--- config.mk ---
export PLATFORM = sky130hd
export DESIGN_NAME = multi_clock_divider_flat
export DESIGN_NICKNAME = d
export VERILOG_FILES = /design/src/rtl/multi_clock_divider_pkg.sv /design/src/rtl/multi_clock_divider_if.sv /design/src/rtl/divider_channel.sv /design/src/rtl/multi_clock_divider.sv /design/src/flat_wrapper.sv
export SDC_FILE = /design/constraint.sdc
export NUM_CORES = 1
export LEC_CHECK = 0
export ABC_AREA = 1
export CAP_MARGIN = 30
export CORE_MARGIN = 2
export CORE_UTILIZATION = 37
export CTS_BUF_LIST = sky130_fd_sc_hd__clkbuf_8 sky130_fd_sc_hd__clkbuf_16
export CTS_CLUSTER_DIAMETER = 40
export DETAILED_ROUTE_END_ITERATION = 8
export MAX_ROUTING_LAYER = met4
export SETUP_SLACK_MARGIN = 0.3
export SYNTH_ARGS = -nofsm -noshare
export SYNTH_HDL_FRONTEND = slang
export SYNTH_HIERARCHICAL = 1
export SYNTH_SLANG_ARGS = --single-unit
--- constraint.sdc ---
create_clock -name inClock -period 2.8 [get_ports inClock]
set_clock_uncertainty 0.1 [all_clocks]
set_input_delay 0.7 -clock inClock [delete_from_list [all_inputs] [get_ports inClock]]
set_output_delay 0.7 -clock inClock [all_outputs]
set_load 0.05 [all_outputs]
--- src/rtl/multi_clock_divider_pkg.sv ---
// Shared constants, channel state encoding and a rate helper for the
// multi-channel clock divider.
package multi_clock_divider_pkg;

  localparam int CLK_HZ               = 50000000;
  localparam int DEFAULT_HALF_50M_2HZ = 12500000;

  typedef enum logic {
    CH_IDLE = 1'b0,
    CH_RUN  = 1'b1
  } ch_state_e;

  // Half-period in board-clock cycles for a requested output frequency.
  function automatic int half_for_hz(input int hz);
    return CLK_HZ / (2 * hz);
  endfunction

endpackage

--- src/rtl/multi_clock_divider_if.sv ---
// Configuration bus for the multi-channel clock divider.
// Handshake: cfg_wr is a single-cycle strobe with no backpressure. Every
// strobe is answered exactly one cycle later by either a one-cycle cfg_ack
// (channel exists, shadow loaded) or a one-cycle cfg_err (channel out of range,
// nothing changed). The master may issue a new strobe every cycle.
interface multi_clock_divider_if #(
  parameter int CH_W  = 2,
  parameter int CNT_W = 26
);
  logic             cfg_wr;
  logic [CH_W-1:0]  cfg_ch;
  logic [CNT_W-1:0] cfg_half;
  logic             cfg_ack;
  logic             cfg_err;

  modport master (output cfg_wr, cfg_ch, cfg_half, input cfg_ack, cfg_err);
  modport slave  (input cfg_wr, cfg_ch, cfg_half, output cfg_ack, cfg_err);
endinterface

--- src/rtl/divider_channel.sv ---
// One divider channel: counter, active/shadow half-period with pending flag,
// square-wave level and rising-edge tick. A new half-period is only adopted
// at a toggle boundary (or immediately when idle) so no runt pulse appears.
module divider_channel
  import multi_clock_divider_pkg::*;
#(
  parameter int CNT_W        = 26,
  parameter int DEFAULT_HALF = DEFAULT_HALF_50M_2HZ
) (
  input  logic             clk,
  input  logic             rst,
  input  logic             en,
  input  logic             sync,
  input  logic             wr,
  input  logic [CNT_W-1:0] wr_half,
  output logic             level,
  output logic             tick
);

  ch_state_e        state;
  logic [CNT_W-1:0] cnt_q, cnt_d;
  logic [CNT_W-1:0] half_q, half_d;
  logic [CNT_W-1:0] shadow_q, shadow_d;
  logic             pend_q, pend_d;
  logic             level_q, level_d;
  logic             tick_q, tick_d;
  logic             apply;
  logic [CNT_W-1:0] eff_m1;
  logic             wrap;

  // The run enable alone selects the mode; idle forces everything to zero.
  assign state  = en ? CH_RUN : CH_IDLE;
  // half = 0 behaves as 1, so the terminal count is clamped at zero.
  assign eff_m1 = (half_q == '0) ? '0 : half_q - 1'b1;
  assign wrap   = (cnt_q == eff_m1);

  // Next-state: counting, toggling, shadow apply and config capture.
  always_comb begin
    cnt_d    = cnt_q;
    half_d   = half_q;
    shadow_d = shadow_q;
    pend_d   = pend_q;
    level_d  = level_q;
    tick_d   = 1'b0;
    apply    = 1'b0;
    case (state)
      CH_RUN: begin
        if (sync) begin
          cnt_d   = '0;
          level_d = 1'b0;
          apply   = 1'b1;
        end else if (wrap) begin
          cnt_d   = '0;
          level_d = ~level_q;
          tick_d  = ~level_q;
          apply   = 1'b1;
        end else begin
          cnt_d = cnt_q + 1'b1;
        end
      end
      default: begin
        cnt_d   = '0;
        level_d = 1'b0;
        apply   = 1'b1;
      end
    endcase
    // Apply uses the shadow from before this cycle's write, so a write that
    // lands on a boundary waits for the following one.
    if (apply && pend_q) begin
      half_d = shadow_q;
      pend_d = 1'b0;
    end
    if (wr) begin
      shadow_d = wr_half;
      pend_d   = 1'b1;
    end
  end

  // State registers with synchronous reset.
  always_ff @(posedge clk) begin
    if (rst) begin
      cnt_q    <= '0;
      half_q   <= CNT_W'(DEFAULT_HALF);
      shadow_q <= CNT_W'(DEFAULT_HALF);
      pend_q   <= 1'b0;
      level_q  <= 1'b0;
      tick_q   <= 1'b0;
    end else begin
      cnt_q    <= cnt_d;
      half_q   <= half_d;
      shadow_q <= shadow_d;
      pend_q   <= pend_d;
      level_q  <= level_d;
      tick_q   <= tick_d;
    end
  end

  assign level = level_q;
  assign tick  = tick_q;

endmodule

--- src/rtl/multi_clock_divider.sv ---
// N-channel programmable clock divider. Decodes config writes, answers them
// with ack/err pulses and fans the optional phase-sync out to every channel.
// Optional feature macro: MULTI_CLOCK_DIVIDER_PHASE_SYNC_EN adds the
// phase_sync input that restarts all running channels in phase.
module multi_clock_divider
  import multi_clock_divider_pkg::*;
#(
  parameter int NUM_CH       = 4,
  parameter int CNT_W        = 26,
  parameter int DEFAULT_HALF = DEFAULT_HALF_50M_2HZ,
  parameter int CH_W         = (NUM_CH > 1) ? $clog2(NUM_CH) : 1
) (
  input  logic                  inClock,
  input  logic                  reset,
  input  logic [NUM_CH-1:0]     ch_en,
`ifdef MULTI_CLOCK_DIVIDER_PHASE_SYNC_EN
  input  logic                  phase_sync,
`endif
  multi_clock_divider_if.slave  cfg,
  output logic [NUM_CH-1:0]     out_level,
  output logic [NUM_CH-1:0]     tick
);

  localparam logic [CH_W:0] NUM_CH_V = (CH_W + 1)'(NUM_CH);

  logic              cfg_valid;
  logic [NUM_CH-1:0] wr_sel;
  logic              sync;
  logic              ack_q;
  logic              err_q;

`ifdef MULTI_CLOCK_DIVIDER_PHASE_SYNC_EN
  assign sync = phase_sync;
`else
  assign sync = 1'b0;
`endif

  assign cfg_valid = ({1'b0, cfg.cfg_ch} < NUM_CH_V);

  // One-hot write select; an out-of-range channel matches nothing.
  always_comb begin
    wr_sel = '0;
    for (int i = 0; i < NUM_CH; i++) begin
      wr_sel[i] = cfg.cfg_wr && (cfg.cfg_ch == CH_W'(i));
    end
  end

  // Write response pulses, one cycle after the strobe.
  always_ff @(posedge inClock) begin
    if (reset) begin
      ack_q <= 1'b0;
      err_q <= 1'b0;
    end else begin
      ack_q <= cfg.cfg_wr && cfg_valid;
      err_q <= cfg.cfg_wr && !cfg_valid;
    end
  end

  assign cfg.cfg_ack = ack_q;
  assign cfg.cfg_err = err_q;

  for (genvar gi = 0; gi < NUM_CH; gi++) begin : g_ch
    divider_channel #(
      .CNT_W        (CNT_W),
      .DEFAULT_HALF (DEFAULT_HALF)
    ) u_ch (
      .clk     (inClock),
      .rst     (reset),
      .en      (ch_en[gi]),
      .sync    (sync),
      .wr      (wr_sel[gi]),
      .wr_half (cfg.cfg_half),
      .level   (out_level[gi]),
      .tick    (tick[gi])
    );
  end

endmodule

--- src/flat_wrapper.sv ---
// flat-port wrapper written by rule: the top's interface ports become plain ports
module multi_clock_divider_flat import multi_clock_divider_pkg::*;
#(
  parameter int NUM_CH       = 4,
  parameter int CNT_W        = 26,
  parameter int DEFAULT_HALF = DEFAULT_HALF_50M_2HZ,
  parameter int CH_W         = (NUM_CH > 1) ? $clog2(NUM_CH) : 1
)
  (inClock, reset, ch_en, out_level, tick, cfg_cfg_wr, cfg_cfg_ch, cfg_cfg_half, cfg_cfg_ack, cfg_cfg_err);
  multi_clock_divider_if #(.CH_W(CH_W), .CNT_W(CNT_W)) cfg_i ();
  input  logic inClock;
  input  logic reset;
  input  logic [NUM_CH-1:0] ch_en;
  output logic [NUM_CH-1:0] out_level;
  output logic [NUM_CH-1:0] tick;
  input wire logic [$bits(cfg_i.cfg_wr)-1:0] cfg_cfg_wr;
  input wire logic [$bits(cfg_i.cfg_ch)-1:0] cfg_cfg_ch;
  input wire logic [$bits(cfg_i.cfg_half)-1:0] cfg_cfg_half;
  output wire logic [$bits(cfg_i.cfg_ack)-1:0] cfg_cfg_ack;
  output wire logic [$bits(cfg_i.cfg_err)-1:0] cfg_cfg_err;
  assign cfg_i.cfg_wr = cfg_cfg_wr;
  assign cfg_i.cfg_ch = cfg_cfg_ch;
  assign cfg_i.cfg_half = cfg_cfg_half;
  assign cfg_cfg_ack = cfg_i.cfg_ack;
  assign cfg_cfg_err = cfg_i.cfg_err;
  multi_clock_divider #(.NUM_CH(NUM_CH), .CNT_W(CNT_W), .DEFAULT_HALF(DEFAULT_HALF), .CH_W(CH_W)) u_core (.inClock(inClock), .reset(reset), .ch_en(ch_en), .cfg(cfg_i), .out_level(out_level), .tick(tick));
endmodule
## Word level (Yosys, flattened, before mapping)

Index checks and enable logic that the tools add are counted.

| word-level totals | value |
|---|---|
| word-level logic and storage cells | 105 |
| register bits after elaboration | 325 |
| bits of input ports | 35 |
| output and inout bits | 10 |

| operators by class | value |
|---|---|
| muxes and demuxes | 24 |
| equality and inequality tests | 7 |
| bitwise logic cells | 12 |
| reductions and logical operators | 29 |
| $add $sub $neg | 8 |

Operator list:

| kind | number |
|---|---|
| $add 26x1->26 const B | 4 |
| $eq 26x26->1 | 4 |
| $logic_not 26->1 | 4 |
| $mux 26 | 4 |
| $sub 26x1->26 const B | 4 |
| $reduce_or 3->1 | 8 |
| $mux 1 | 20 |
| $not 1->1 | 12 |
| $logic_and 1x1->1 | 8 |
| $reduce_bool 2->1 | 4 |
| $reduce_or 2->1 | 4 |
| $eq 2x2->1 const B | 2 |
| $eq 2x1->1 const B | 1 |
| $logic_not 2->1 | 1 |

## Logic depth before layout (Yosys ltp)

| depth | value |
|---|---|
| depth after elaboration | 8 |
| depth in mapped cells | 21 |

## Modules after synthesis

Netlist, hierarchy kept.

By module, submodules not included:

| module | area an instance (um^2) | cells each | seq. area each (um^2) | instances |
|---|---|---|---|---|
| divider_channel (u_core.g_ch[0].u_ch ...) | 4566.9 | 721 | 1621.6 | 3 |
| divider_channel (u_core.g_ch[3].u_ch) | 4588.2 | 727 | 1621.6 | 1 |
| multi_clock_divider | 68.8 | 13 | 20.0 | 1 |

## Worst setup path after synthesis

No wires, ideal clock.

| timing path | value |
|---|---|
| kind | register -> register |
| from | register u_core.g_ch[0].u_ch.half_q[0] |
| to | register u_core.g_ch[0].u_ch.half_q[5] |
| cell stages (with the launch flop) | 22 |
| path buffers | 2 |
| required time | 2566 ps |
| setup slack | 360 ps |
| arrival time | 2206 ps |
| period minus slack after synthesis | 2440 ps |
| path through | dfxtp_1 > inv_1 > ha_1 > nand2_2 > nor2_8 > nand2_2 > inv_2 > nand2_2 > buf_6 > nand2_1 > nand2_1 > nand2_1 > nand2_1 > nor2_1 > nand2_1 > nor2_1 > nand3_2 > nand2_4 > nand2_2 > buf_6 > nand2_1 > nand3_1 |

| on the way | value |
|---|---|
| word-level cells in the longest chain between the ends | 6 |
| elaborated cells on any way between the ends | 7 |
| those cells by class | 1 x add/sub; 1 x eq/ne; 3 x mux; 2 x reduce/logical |

Ends and longest elaborated chain:

| item | RTL line | text |
|---|---|---|
| start, declared | divider_channel.sv:22 | `logic [CNT_W-1:0] half_q, half_d;` |
| start signal, assigned | divider_channel.sv:83 | `half_q <= CNT_W'(DEFAULT_HALF);` |
| start signal, assigned | divider_channel.sv:90 | `half_q <= half_d;` |
| $sub 26x1->26 / $logic_not 26->1 (equally long branches) | divider_channel.sv:34 | `assign eff_m1 = (half_q == '0) ? '0 : half_q - 1'b1;` |
| $mux 26 * | divider_channel.sv:34 |  |
| $eq 26x26->1 * | divider_channel.sv:35 | `assign wrap = (cnt_q == eff_m1);` |
| $mux 1 * | divider_channel.sv:52 | `end else if (wrap) begin` |
| $mux 1 * | divider_channel.sv:46 | `case (state)` |
| $logic_and 1x1->1 * | divider_channel.sv:69 | `if (apply && pend_q) begin` |

Mark *: on every way between the ends. The rest lies on a longest branch, timed or not.
A chain may end at the register's enable or synchronous reset.

## Worst setup path after layout

| timing path | value |
|---|---|
| from | register u_core.g_ch[0].u_ch.half_q[9] |
| to | register u_core.g_ch[0].u_ch.cnt_q[18] |

| on the way | value |
|---|---|
| word-level cells in the longest chain between the ends | 4 |
| elaborated cells on any way between the ends | 5 |
| those cells by class | 1 x add/sub; 1 x eq/ne; 1 x mux; 2 x reduce/logical |

Ends and longest elaborated chain:

| item | RTL line | text |
|---|---|---|
| $sub 26x1->26 / $logic_not 26->1 (equally long branches) | divider_channel.sv:34 |  |
| $mux 26 * | divider_channel.sv:34 |  |
| $eq 26x26->1 * | divider_channel.sv:35 |  |
| $reduce_or 3->1 (no line) * | - |  |
| end signal, assigned | divider_channel.sv:89 | `cnt_q <= cnt_d;` |
| end, declared | divider_channel.sv:21 | `logic [CNT_W-1:0] cnt_q, cnt_d;` |

Marks and branches as above.

==> results.sh <==
export IMPL_drt_iter0_drc=1431
export IMPL_cts_tree="built"
export IMPL_drc_errors=0
export IMPL_seq_area_sq_mm=0.006558
export IMPL_multi_input_area_sq_mm=0.01250
export IMPL_slowest_stage="dfxtp_1"
export IMPL_yosys_area_top_type="dfxtp_1"
export IMPL_cts_made_buffers=58
export IMPL_dp_slack_ns=-0.02362
export IMPL_syn_to_final_growth_pct=43.75
export IMPL_die_area_sq_mm=0.05141
export IMPL_avgRoutedWirePerCell_um=15.52
export IMPL_tightestPinTransition_ns=0.6785
export IMPL_synth_top_cell_area_share_pct=35.44
export IMPL_ys_flop_type="dfxtp_1"
export IMPL_h_tree_depth=2
export IMPL_clockBufferDepth=3
export IMPL_grt_ovfl_total=0
export IMPL_timing_hold_ws_ns=0.3559
export IMPL_synth_cells=2903
export IMPL_yosysWarnings=6
export IMPL_hold_path_class="flop to flop"
export IMPL_hold_violations=0
export IMPL_fillers=4622
export IMPL_antenna_found_initial=0
export IMPL_synthArstFlopShare_pct=0
export IMPL_yosysUniqueCellTypes=36
export IMPL_grt_pass1_vias=18740
export IMPL_timing_worst_setup_path_type="flop to flop"
export IMPL_start_util_pct=37.50
export IMPL_final_cell_area_sq_mm=0.02639
export IMPL_cp_required_ns=3.20
export IMPL_syn_area_sq_mm=0.01836
export IMPL_row_count=81
export IMPL_rsz0062_at_grt="true"
export IMPL_grtUsageTotal_pct=22.97
export IMPL_ys_seq_elements=325
export IMPL_gp_congestion=0.9502
export IMPL_period_share_pct=94.34
export IMPL_syn_area_per_cell_sq_um=6.324
export IMPL_vdd_ir_drop_max_mv=0.6944
export IMPL_synthTopCellsByArea="dfxtp_1 35%, nand2_1 16%, nand3_1 10%, nor2_1 7.9%, inv_1 6.4%"
export IMPL_ys_top_cells_by_count="802 x nand2_1, 387 x nor2_1, 385 x nand3_1"
export IMPL_die_h_um=226.7
export IMPL_post_synth_top_count_cell="nand2_1"
export IMPL_vias=20190
export IMPL_cpPeakStageDelay_ns=0.31
export IMPL_clkLatencyLatePin_ns=0.63
export IMPL_place_area_sq_mm=0.02029
export IMPL_synth_edff_count=0
export IMPL_grt_pass1_wl_mm=93.21
export IMPL_worstPathArrival_ns=3.04
export IMPL_dieWidth_um=226.7
export IMPL_fmaxAchievable_mhz=378.6
export IMPL_fin_crit_ns=2.642
export IMPL_holdBufCountCts=0
export IMPL_path_clk_slew_ns=0.05
export IMPL_yosysSeqAreaShare_pct=35.44
export IMPL_endpoint_kind="flop"
export IMPL_layout_drive_gt1_share_pct=29.76
export IMPL_critPathMaxFanout=7
export IMPL_detail_route_antenna_nets=0
export IMPL_crit_family="simple AND/OR/NAND/NOR gates"
export IMPL_io_pins=45
export IMPL_crit_buf_inv=5
export IMPL_slew_headroom_pct=54.77
export IMPL_firstDrtPassIters=5
export IMPL_root_buffer="clkbuf_16"
export IMPL_cts_sinks=325
export IMPL_path_cells="nor2_2 -> nand2_1 -> nor2_4 -> buf_4 -> nand2_2 -> inv_4 -> nand2_4 -> nand4_1 -> nand2_1 -> nor2_2 -> nand2_1 -> nor2_2 -> nand3_4 -> buf_6 -> nand3_4 -> buf_6 -> buf_16 -> nor2_1"
export IMPL_final_setup_viol_count=0
export IMPL_fin_nets=3230
export IMPL_grt_max_degree=53
export IMPL_via_per_inst=5.176
export IMPL_cp_start_kind="flop"
export IMPL_final_core_util_pct=53.91
export IMPL_port_buffers=43
export IMPL_totalWireLength_mm=60.55
export IMPL_cap_violations=0
export IMPL_coreArea_sq_mm=0.04895
export IMPL_status="complete, no violations"
export IMPL_slew_viol_final=0
export IMPL_p_per_area_mw_per_mm2=510.3
export IMPL_leakage_nw=10.96
export IMPL_post_dp_hpwl_mm=39.60
export IMPL_fin_ws_ns=0.1584
through the flow:
step           power [mW]  setup TNS, ns  instances
3_3_place_gp        6.013       -0.04932       3659
4_1_cts             13.40              0       3861
2_1_floorplan       5.629              0       2907
5_1_grt             13.99              0       3900
6_report            13.47              0       3901
3_5_place_dp        6.030        -0.1151       3659
final cells by class:
cell class	count	share of cell area, %
flip-flops and latches	325	24.85
multi-input cells	2162	47.37
clock buffers	63	5.803
clock inverters	46	1.712
inverters	328	4.789
repair buffers	312	12.32
diodes	1	0.009483
well taps	664	3.148
power by group:
part	switching (mW)	total, mW	internal (mW)	leakage [nW]
logic	0.889	1.51	0.621	7.32
registers	0.0995	4.87	4.77	2.65
clock network	2.63	7.09	4.45	0.983
total	3.62	13.5	9.84	11.0
per-layer routing:
metal / routed length [um] / up-vias / part of all wire [%] / track usage (%)
met5: 0 / - / 0 / -
met4: 1954 / 0 / 3.2 / 6.855
met3: 3578 / 153 / 5.9 / 3.589
met2: 28900 / 554 / 48 / 37.83
met1: 26120 / 9507 / 43 / 28.98
li1: - / 9979 / - / -
worst reg2reg max path, delay by kind of cell, from the launching register on:
| family | cells | cell delay [ns] |
|---|---|---|
| buf+inv | 5 | 0.69 |
| flops | 1 | 0.31 |
| simple gates | 13 | 1.44 |
registers in the layout, indices dropped and copies added (netlist names):
signal and flops:
u_core/g_ch.u_ch/cnt_q 104, u_core/cfg.cfg_ack 1, u_core/g_ch.u_ch/level 4, u_core/g_ch.u_ch/pend_q 4
u_core/g_ch.u_ch/shadow_q 104, u_core/g_ch.u_ch/half_q 104, u_core/g_ch.u_ch/tick 4
logic make-up after synthesis:
family / count (synthesis) / synth area share (%)
other: 1 / 0.02043
DFF: 325 / 35.44
adders and majority gates: 8 / 0.5453
xor gates and xnor gates: 66 / 3.149
and+or+nand+nor: 1804 / 43.42
AOI/OAI and AO/OA: 266 / 7.531
buffers and inverters: 433 / 9.896
path summary, 6_finish.rpt:
check	slack [ns]	from	cells past startpoint	to
max	0.16	u_core/g_ch[0].u_ch/half_q[9]	18	u_core/g_ch[0].u_ch/cnt_q[18]
min	0.36	u_core/g_ch[0].u_ch/shadow_q[6]	2	u_core/g_ch[0].u_ch/shadow_q[6]
min reg2reg	0.36	u_core/g_ch[0].u_ch/shadow_q[6]	2	u_core/g_ch[0].u_ch/shadow_q[6]
max reg2reg	0.16	u_core/g_ch[0].u_ch/half_q[9]	18	u_core/g_ch[0].u_ch/cnt_q[18]
layout by cell type, fill, tap and decap left out, drive strengths merged, types with 9 or more instances in the layout:
cell / Yosys / final
nand2: 826 / 838
nor2: 412 / 412
nand3: 393 / 394
inv: 324 / 343
dfxtp: 325 / 325
buf: 45 / 260
a21oi: 146 / 146
nand4: 99 / 99
o21ai: 99 / 99
clkbuf: 60 / 72
xor2: 54 / 54
clkdlybuf4s50: 0 / 34
nor3: 27 / 27
clkinv: 4 / 18
nor3b: 16 / 16
xnor2: 12 / 12
or2: 12 / 12
o21bai: 12 / 12
nor4: 11 / 11
dlygate4sd2: 0 / 9
timing repair:
item	4_1_cts	5_1_grt
pin swaps	123	171
resized for setup	328	401
gates cloned	22	16
setup endpoints to repair	226	220
setup buffers	71	23
Note: power is estimated with default switching activity, not from simulation.
